==> config.mk <==
export PLATFORM = sky130hd
export DESIGN_NAME = mux2_rr_arbiter
export DESIGN_NICKNAME = d
export VERILOG_FILES = /design/src/rtl/mux2_rr_arbiter.sv
export SDC_FILE = /design/constraint.sdc
export NUM_CORES = 1
export LEC_CHECK = 0
export CORE_MARGIN = 4
export CORE_UTILIZATION = 35
export CTS_CLUSTER_DIAMETER = 40
export DETAILED_ROUTE_END_ITERATION = 7
export SLEW_MARGIN = 30
export SYNTH_ARGS = -nofsm -noshare
export SYNTH_HDL_FRONTEND = slang
export SYNTH_SLANG_ARGS = --single-unit
==> constraint.sdc <==
create_clock -name clk -period 2.1 [get_ports clk]
set_input_delay 0.42 -clock clk [delete_from_list [all_inputs] [get_ports clk]]
set_output_delay 0.42 -clock clk [all_outputs]
set_load 0.05 [all_outputs]
==> src/rtl/mux2_rr_arbiter.sv <==
// +--------------------------------------------------------------------------+
// | mux2_rr_arbiter                                                          |
// | Two-requester arbiter driving a registered 2:1 mux with valid strobe.    |
// | Optional macro MUX2_ARB_ROUND_ROBIN_EN: round-robin ties and preemption; |
// | undefined gives fixed priority to requester 0.                           |
// | Revision: 1.0                                                            |
// +--------------------------------------------------------------------------+
`default_nettype none

module mux2_rr_arbiter #(
  parameter int WIDTH     = 2,
  parameter int MAX_BURST = 4
) (
  input  logic             clk,
  input  logic             reset,
  input  logic             req_0,
  input  logic             req_1,
  input  logic [WIDTH-1:0] data_0,
  input  logic [WIDTH-1:0] data_1,
  output logic             grant_0,
  output logic             grant_1,
  output logic             selector,
  output logic [WIDTH-1:0] data_out,
  output logic             out_valid
);

  localparam int c_cnt_w = (MAX_BURST > 1) ? $clog2(MAX_BURST) : 1;
  localparam logic [c_cnt_w-1:0] c_burst_last = c_cnt_w'(MAX_BURST - 1);

  typedef enum logic [1:0] {
    S_IDLE    = 2'd0,
    S_GRANT_0 = 2'd1,
    S_GRANT_1 = 2'd2
  } state_t;

  state_t             r_state;
  state_t             w_state_nxt;
  logic [c_cnt_w-1:0] r_burst_cnt;
  logic [c_cnt_w-1:0] w_burst_nxt;
  logic               r_selector;
  logic [WIDTH-1:0]   r_data_out;
  logic               r_out_valid;

  logic w_cur;
  logic w_req_cur;
  logic w_req_oth;
  logic w_xfer;
  logic w_expire;
  logic w_preempt_ok;
  logic w_tie_to_1;

  assign w_cur     = (r_state == S_GRANT_1);
  assign w_req_cur = w_cur ? req_1 : req_0;
  assign w_req_oth = w_cur ? req_0 : req_1;
  assign w_xfer    = ((r_state == S_GRANT_0) && req_0) || ((r_state == S_GRANT_1) && req_1);
  assign w_expire  = (r_burst_cnt == c_burst_last);

`ifdef MUX2_ARB_ROUND_ROBIN_EN
  logic r_last;

  // Reset value 1 makes requester 0 win the first tie.
  always_ff @(posedge clk) begin
    if (reset) begin
      r_last <= 1'b1;
    end else if (w_xfer) begin
      r_last <= w_cur;
    end
  end

  assign w_preempt_ok = 1'b1;
  assign w_tie_to_1   = ~r_last;
`else
  // Only requester 0 may cut a burst short.
  assign w_preempt_ok = w_cur;
  assign w_tie_to_1   = 1'b0;
`endif

  always_comb begin
    w_state_nxt = r_state;
    w_burst_nxt = r_burst_cnt;
    case (r_state)
      S_IDLE: begin
        w_burst_nxt = '0;
        if (req_0 && req_1) begin
          w_state_nxt = w_tie_to_1 ? S_GRANT_1 : S_GRANT_0;
        end else if (req_0) begin
          w_state_nxt = S_GRANT_0;
        end else if (req_1) begin
          w_state_nxt = S_GRANT_1;
        end
      end
      S_GRANT_0, S_GRANT_1: begin
        if (w_req_cur) begin
          if (w_expire && w_req_oth && w_preempt_ok) begin
            w_state_nxt = w_cur ? S_GRANT_0 : S_GRANT_1;
            w_burst_nxt = '0;
          end else begin
            w_burst_nxt = w_expire ? '0 : r_burst_cnt + 1'b1;
          end
        end else begin
          w_state_nxt = w_req_oth ? (w_cur ? S_GRANT_0 : S_GRANT_1) : S_IDLE;
          w_burst_nxt = '0;
        end
      end
      default: begin
        w_state_nxt = S_IDLE;
        w_burst_nxt = '0;
      end
    endcase
  end

  always_ff @(posedge clk) begin
    if (reset) begin
      r_state     <= S_IDLE;
      r_burst_cnt <= '0;
      r_selector  <= 1'b0;
      r_data_out  <= '0;
      r_out_valid <= 1'b0;
    end else begin
      r_state     <= w_state_nxt;
      r_burst_cnt <= w_burst_nxt;
      r_out_valid <= w_xfer;
      if (w_xfer) begin
        r_data_out <= w_cur ? data_1 : data_0;
      end
      // Selector holds its last value through IDLE.
      if (w_state_nxt == S_GRANT_1) begin
        r_selector <= 1'b1;
      end else if (w_state_nxt == S_GRANT_0) begin
        r_selector <= 1'b0;
      end
    end
  end

  assign grant_0   = (r_state == S_GRANT_0);
  assign grant_1   = (r_state == S_GRANT_1);
  assign selector  = r_selector;
  assign data_out  = r_data_out;
  assign out_valid = r_out_valid;

endmodule

`default_nettype wire

# --- Word level (Yosys, flattened, before mapping) ---
# Cells that the tools add are included.
word_totals:
  reg_bits: 8
  latchBits: 0
  mem_bits_rw: 0
  mem_bits_ro: 0
  inputBits: 8
  output_inout_bits: 6
  elab_cells: 36
  n_memories: 0
classes:
  add_sub_neg: 1
  mul: 0
  div_mod_pow: 0
  magnitude_cmp: 0
  eq_ne: 5
  shifts: 0
  n_mux: 13
  bitwise_logic: 2
  n_reduce_logical: 10
op_table:
  columns: ["op", "n"]
  rows:
  - ["$mux 2", 8]
  - ["$eq 2x2->1 const B", 3]
  - ["$logic_and 1x1->1", 5]
  - ["$reduce_or 5->1", 1]
  - ["$eq 2x1->1 const B", 2]
  - ["$mux 1", 4]
  - ["$pmux 2 s2", 1]
  - ["$add 2x1->2 const B", 1]
  - ["$logic_not 2->1", 1]
  - ["$not 1->1", 2]
  - ["$reduce_bool 2->1", 1]
  - ["$reduce_or 2->1", 1]
  - ["$logic_or 1x1->1", 1]

# --- Longest topological paths before layout ---
# Gate-level depths: netlist of the first run.
logic_depth:
  depth_word: 10
  depth_mapped: 9
  ltp_nobuf: 8

# --- Worst setup path before layout of the first run ---
# No wires, ideal clock.
synth_path:
  path_kind: "flip-flop to flip-flop"
  startpoint: "reg r_state[0]"
  endpoint: "reg r_selector (netlist: selector)"
  setup_time_ns: 0.116
  arrival_ns: 2.083
  t_required_ns: 1.984
  setup_slack_ns: -0.098
  stages_incl_launch_ff: 10
  path_buffers: 1
  period_less_slack_ns: 2.198
  cell_sequence: "dfxtp_1 inv_1 ha_1 buf_6 or3b_1 o221ai_2 nor3_2 ha_1 mux2i_1 nor2_1"
synth_via:
  elab_chain_len: 9
  word_cells_on_any_way: 20
  classes_between: "eq/ne (4); mux (11); reduce/logical (5)"
synth_lines:
  columns: ["item", "line", "text"]
  rows:
  - ["start: declaration", "36", "state_t r_state;"]
  - ["start signal: assignment", "120", "r_state <= w_state_nxt;"]
  - ["$eq 2x2->1 (*)", null, null]
  - ["via grant_1", "21", "output logic grant_1,"]
  - ["$mux 1", "54", "assign w_req_oth = w_cur ? req_0 : req_1;"]
  - ["$logic_and 1x1->1 (2 in series)", "94", "if (w_expire && w_req_oth && w_preempt_ok) begin"]
  - ["$mux 2", "94", null]
  - ["$mux 2", "93", "if (w_req_cur) begin"]
  - ["$pmux 2 s2 (*)", "81", "case (r_state)"]
  - ["via w_state_nxt[1]", "37", "state_t w_state_nxt;"]
  - ["$eq 2x2->1 / $eq 2x1->1 (equally long branches)", "127, 129", null]
  - ["$mux 1 / $reduce_bool 2->1 (equally long branches)", null, null]
  - ["end signal: assignment", "116", "r_selector <= 1'b0;"]
  - ["end signal: assignment", "128", "r_selector <= 1'b1;"]
  - ["end signal: assignment", "130", "r_selector <= 1'b0;"]
  - ["end: declaration", "40", "logic r_selector;"]
# Mark *: on every way through the listed nets, which the timed path passes. The rest lies on a longest branch.
# A chain may end at the register's enable or synchronous reset.

# --- Worst setup path after layout of the first run ---
layout_path:
  startpoint: "reg r_state[1]"
  endpoint: "reg r_selector (netlist: selector)"
layout_via:
  elab_chain_len: 9
  word_cells_on_any_way: 20
  classes_between: "eq/ne (4); mux (11); reduce/logical (5)"
layout_lines:
  columns: ["item", "line"]
  rows:
  - ["$eq 2x2->1", "52, 81"]
  - ["$mux 1", "54"]
  - ["$logic_and 1x1->1 (2 in series)", "94"]
  - ["$mux 2", "94"]
  - ["$mux 2", "93"]
  - ["$pmux 2 s2 (*)", "81"]
  - ["$eq 2x2->1 / $eq 2x1->1 (equally long branches)", "127, 129"]
  - ["$mux 1 / $reduce_bool 2->1 (equally long branches)", null]
# Mark *: on every way between the ends. The rest lies on a longest branch, timed or not.

==> run summary, run 1 <==
Highest metal used = met4
Hold buffer count at CTS = 0
IO Count = 14
DP Wirelength = 741 um
Most common cell after layout, fill and taps aside = clkdlybuf4s50_1
Period utilisation layout = 92.3%
CP arrival = 2080 ps
Gr usage total = 11.5%
# Post-CTS Setup Buffers = 0
Layout cells sized above 1 = 25.8%
Highest fanout seen on the critical path = 6
Final Hold Viols = 0
PwrDens = 625 nW/um2
TritonCTS buffer count = 3
Yosys warnings = 0
IO buf count = 13
Worst hold path class = flop to flop
Initial antenna violation count = 0
Area Growth Syn to Fin = 37.5%
Vias in the first global route = 392
Largest net degree at the start of global routing = 10
Post-Synth Adder-Cell Area = 15.2%
Setup_tns = 0 ps
Seq/Total Area, Yosys = 32.4%
Worst-skew pair later-pin latency = 250 ps
Vias/cell = 5.30
Antenna cells = 0
Starting DRT DRC Count = 4
Status = finished clean
Global route overflow = 0
Total core area = 1320 um2
Antenna viol nets, final = 0
DR WL met3 = 58 um
Worst Skew = 3.71 ps
WP data required = 2240 ps
Post-Synth XOR/XNOR Area = 0%
Die area = 2080 um2
Buffer depth of the longest clock path = 2
Clk pin slew, worst setup/hold paths = 50 ps
Mapped Area = 494 um2
P_leak = 0.000272 uW
Number of nets in the layout = 82
Int Power = 292 uW
CTS tree = done
Slew HR = 67.0%
Mux cell area share after synthesis = 8.10%
Crit. End Element = flop
Largest family of logic cells by synthesized area = simple AND/OR/NAND/NOR gates
Min Tclk post-route = 1940 ps
Max Clk Rate = 0.516 GHz
Switch share = 31.1%
Floorplan row count = 13
Maximum vdd drop = 0.338 mV
First-pass GRT wire length = 1650 um
Starting Density = 37.5%
Flop pwr share = 39.4%
Critical path class = flop to flop
DR WL/cell = 12.0 um
Root Buffer = clkbuf_4
Final setup fails = 0
Comb power frac = 33.6%
Max-Cap Viols = 0
Post-CTS sizing = 0
H-tree depth = 1
Startpoint types = flop
Syn Nets = 62
Max-slew violation count = 0
Compound-Gate Fraction of Synth Area = 18.0%
Switch Pwr = 132 uW
Final WS setup = 162 ps
Post-synthesis cell count = 48
Most frequent cells in the layout = 11 x clkdlybuf4s50_1, 7 x dfxtp_1, 5 x ha_1, 5 x buf_4, 4 x mux2i_1
Residual DRC = 0
Min Hold Slack = 424 ps
Synth Register Bits = 8
Yosys cell types = 25
Met2 wire length = 463 um
CTS sink cnt = 8
Avg Inst Size Synth = 10.3 um2
Die Height = 45.6 um
TritonRoute pass-1 iters = 4
DIE WIDTH = 45.6 um
Placer Congestion = 0.827
Met1 wire length = 435 um
Worst-Margin Slew = 494 ps
Total wire length = 968 um
Clock share of power = 27.0%
Setup WS pre-CTS = 4.75 ps
Simple-Gate Fraction of Synth Area = 22.5%
Via count = 429
[power by group through the flow]
stage	Sequential (uW)	Clock [uW]	Combinational, uW
after floorplan	189	0	75.0
after global placement	170	0	142
after detailed placement	170	0	142
after CTS	167	123	142
after global routing	169	128	156
final	167	115	142
[cell usage after synthesis]
library cell,number,area (um2)
nand2_1,1,3.75
o21a_2,1,8.76
or3b_1,1,8.76
nand4_1,1,6.26
a21o_1,1,7.51
and3_1,1,6.26
o211a_1,1,10.0
nor4_2,1,12.5
dfxtp_1,8,160
nor4_1,1,6.26
inv_1,2,7.51
o221ai_2,1,15.0
a311oi_1,1,8.76
nor3_2,1,10.0
ha_1,6,75.1
buf_6,1,11.3
nor4b_1,1,8.76
a31o_2,1,8.76
o21ai_1,1,5.00
nor2b_1,3,18.8
a211oi_1,2,15.0
nand2b_1,3,18.8
nor2_1,3,11.3
mux2i_1,4,40.0
a22o_2,1,10.0
[flip-flops by register name, summed over array words and instances (netlist names)]
signal	count
data_out	2
out_valid	1
r_burst_cnt	2
r_state	2
selector	1
[area by class of cell]
cell class | instances | area (um2)
inverters | 2 | 7.51
fillers | 136 | 638
clock buffers | 3 | 22.5
multi-input cells | 37 | 322
repair buffers | 16 | 148
well taps | 15 | 18.8
flip-flops and latches | 8 | 161
[worst max-delay path, cell delays in order (launching register included)]
cell,delay [ps]
dfxtp_2,370
inv_1,90
ha_1,390
and3_1,210
o21ai_2,60
a31o_2,200
ha_1,290
mux2i_1,170
nor2_1,50
[kinds of logic after synthesis]
kind of cell             count (synthesis)
buffers and inverters                    3
adder cells (fa/ha/maj)                  6
AO/OA/AOI/OAI                           10
flip-flops                               8
multiplexers                             4
AND/OR/NAND/NOR                         17
[final timing paths]
path	from	to	slack (ps)	cells past startpoint
worst max-delay path	r_state[1]	selector	160	8
worst min-delay path	r_burst_cnt[0]	r_burst_cnt[0]	420	1
worst max register to register	r_state[1]	selector	160	8
worst min register to register	r_burst_cnt[0]	r_burst_cnt[0]	420	1
[metrics by stage]
step | instances | power (uW) | cell area [um2] | utilization (%)
global route | 81 | 453 | 679 | 51.6
CTS | 81 | 432 | 674 | 51.2
global placement | 78 | 312 | 652 | 49.5
floorplan | 48 | 264 | 497 | -
detailed placement | 78 | 312 | 652 | 49.5
finish | 81 | 424 | 679 | 51.6
[per-layer routing]
layer,GRT usage (%),vias up
met2,17.5,8
met3,6.32,2
li1,-,217
met5,0,-
met1,12.8,202
met4,5.26,0
Power figures use the tool's default switching activity.
==> inputs of run 2 (changes only) <==
Settings changed: CAP_MARGIN from default to 10, SKIP_CTS_REPAIR_TIMING from default to 1.
==> results of run 2 <==
Final layout, timing and power as in run 1 (identical DEF).
==> inputs of run 3 (changes only) <==
Settings changed: CORE_MARGIN 4 to default.
==> run 3 against run 2 <==
Compared with the run above: hold slack improved by 7.3 ps; routed wire length decreased by 6.6%; highest routed layer is now met3; register-to-register slack about the same; critical endpoint unchanged; die area decreased by 25%.
==> run summary, run 3 (synthesized netlist as in run 1, its figures left out) <==
Starting DRT DRC Count = 4 (unchanged)
Util after Layout = 51.9% (+0.36 points)
Die Height = 39.6 um (-13%)
TritonCTS buffer count = 3 (unchanged)
Setup_tns = 0 ps (unchanged)
Worst-skew pair later-pin latency = 250 ps (about the same)
Floorplan row count = 13 (unchanged)
Crit path capture = selector
Max Clk Rate = 0.517 GHz (+0.20%)
DR WL/cell = 11.2 um (-6.6%)
Total core area = 1300 um2 (-1.2%)
Crit path depth = 8 (unchanged)
IO buf count = 13 (unchanged)
Crit. End Element = flop
Die area = 1570 um2 (-25%)
Critical path class = flop to flop
Vias in the first global route = 330 (-16%)
Layout filler cell count = 124 (-8.8%)
Slew HR = 66.4% (-0.54 points)
CP arrival = 2070 ps (about the same)
Crit. Startpoint = r_state[0]
Most frequent cells in the layout = 11 x clkdlybuf4s50_1, 7 x dfxtp_1, 5 x ha_1, 5 x buf_4, 4 x mux2i_1
WP data required = 2240 ps (about the same)
CP dominant cell by count = ha_1
Startpoint types = flop
Total wire length = 904 um (-6.6%)
Placer Congestion = 0.766 (-7.4%)
Worst Skew = 5.85 ps (+2.14 ps)
Largest net degree at the start of global routing = 10 (unchanged)
Final setup fails = 0 (unchanged)
PwrDens = 626 nW/um2 (+0.30%)
CTS tree = done
Critical path's slowest cell = dfxtp_1
DIE WIDTH = 39.6 um (-13%)
Highest fanout seen on the critical path = 5 (-1)
Layout cells sized above 1 = 24.2% (-1.5 points)
TritonRoute pass-1 iters = 4 (unchanged)
Vias/cell = 4.98 (-6.1%)
Cells after DPL = 78 (unchanged)
Area after DPL = 652 um2 (unchanged)
Most common cell after layout, fill and taps aside = clkdlybuf4s50_1
Initial antenna violation count = 0 (unchanged)
Global route overflow = 0 (unchanged)
Worst R2R Path Depth = 8 (unchanged)
Antenna viol nets, final = 0 (unchanged)
Min Tclk post-route = 1930 ps (-3.85 ps)
First-pass GRT wire length = 1360 um (-18%)
Buffers and inverters on the worst path = 1 (unchanged)
Status = finished clean
R2r endpoint = selector
DP Wirelength = 709 um (-4.3%)
Post-route design area = 676 um2 (-0.55%)
Starting Density = 38.0% (+0.47 points)
IO Count = 14 (unchanged)
Period utilisation layout = 92.1% (-0.18 points)
H-tree depth = 1 (unchanged)
R2R Setup Slk = 170 ps (about the same)
Max-slew violation count = 0 (unchanged)
R2R Path Start = r_state[0]
Gr usage total = 13.5% (+2.0 points)
Residual DRC = 0 (unchanged)
Max-Cap Viols = 0 (unchanged)
Cell family with most CP delay = adder cells
CTS sink cnt = 8 (unchanged)
Worst-Margin Slew = 502 ps (+8.02 ps)
Max incr delay on CP = 400 ps (about the same)
Root Buffer = clkbuf_4
Number of nets in the layout = 82 (unchanged)
Buffer depth of the longest clock path = 2 (unchanged)
Antenna cells = 0 (unchanged)
Worst hold path class = flop to flop
Area Growth Syn to Fin = 36.7%
Maximum vdd drop = 0.355 mV (+5.0%)
Final Hold Viols = 0 (unchanged)
Worst-path cell chain = inv_1 > ha_1 > and3_1 > o21ai_1 > a31o_2 > ha_1 > mux2i_1 > nor2_1
Final std cells w/o fill = 81 (unchanged)
Via count = 403 (-6.1%)
Unrepaired setup endpoints after global routing = no
P_leak = 0.000271 uW (-0.31%)
Clk pin slew, worst setup/hold paths = 60 ps (about the same)
run 3: changes by cell type in the layout (fill, tap and decap cells not counted):
cell | before | now
o21ai_1 | 0 | 1
o21ai_2 | 1 | 0
run 3: area by class of cell:
type                            instances  area, um2  area share, %
Tap cell                               15       18.8           2.78
Inverter                                2       7.51           1.11
Multi-Input combinational cell         37        318           47.0
Sequential cell                         8        161           23.9
Timing Repair Buffer                   16        148           21.9
Clock buffer                            3       22.5           3.33
run 3: power by group:
group          switching (uW)  internal, uW
Sequential               7.06           162
Clock                    51.2          65.3
Combinational            74.2          63.6
Total                     132           291
run 3: metal layers:
layer  track usage, %  part of all wire (%)  up-vias
met1             15.9                    51      179
met2             20.1                    43        8
li1                 -                     -      216
met3             10.8                   6.0        0
met4                0                     0        0
met5                0                     0        -
run 3: metrics by stage:
stage / hold slack [ps] / power, uW / setup slack (ps)
finish: 431 / 423 / 166
floorplan: 405 / 264 / 58.3
CTS: 432 / 432 / 111
global placement: 421 / 310 / 14.2
global route: 451 / 448 / 4.70
detailed placement: 425 / 310 / 8.82
run 3: worst reg2reg max path: cells and delay by family (launching register included):
| family | cells | cell delay [ps] |
|---|---|---|
| multiplexers | 1 | 180 |
| AO/OA/AOI/OAI | 2 | 280 |
| flip-flops | 1 | 400 |
| buffers and inverters | 1 | 90 |
| AND/OR/NAND/NOR | 2 | 230 |
| adder cells (fa/ha/maj) | 2 | 650 |
run 3: worst min path at each step:
stage | depth (start not counted) | start | to
6_report | 1 | r_burst_cnt[0] | r_burst_cnt[0]
2_1_floorplan | 1 | r_burst_cnt[0] | r_burst_cnt[0]
5_1_grt | 1 | r_burst_cnt[0] | r_burst_cnt[0]
4_1_cts | 1 | r_burst_cnt[0] | r_burst_cnt[0]
3_5_place_dp | 1 | r_burst_cnt[0] | r_burst_cnt[0]
3_3_place_gp | 1 | r_burst_cnt[0] | r_burst_cnt[0]
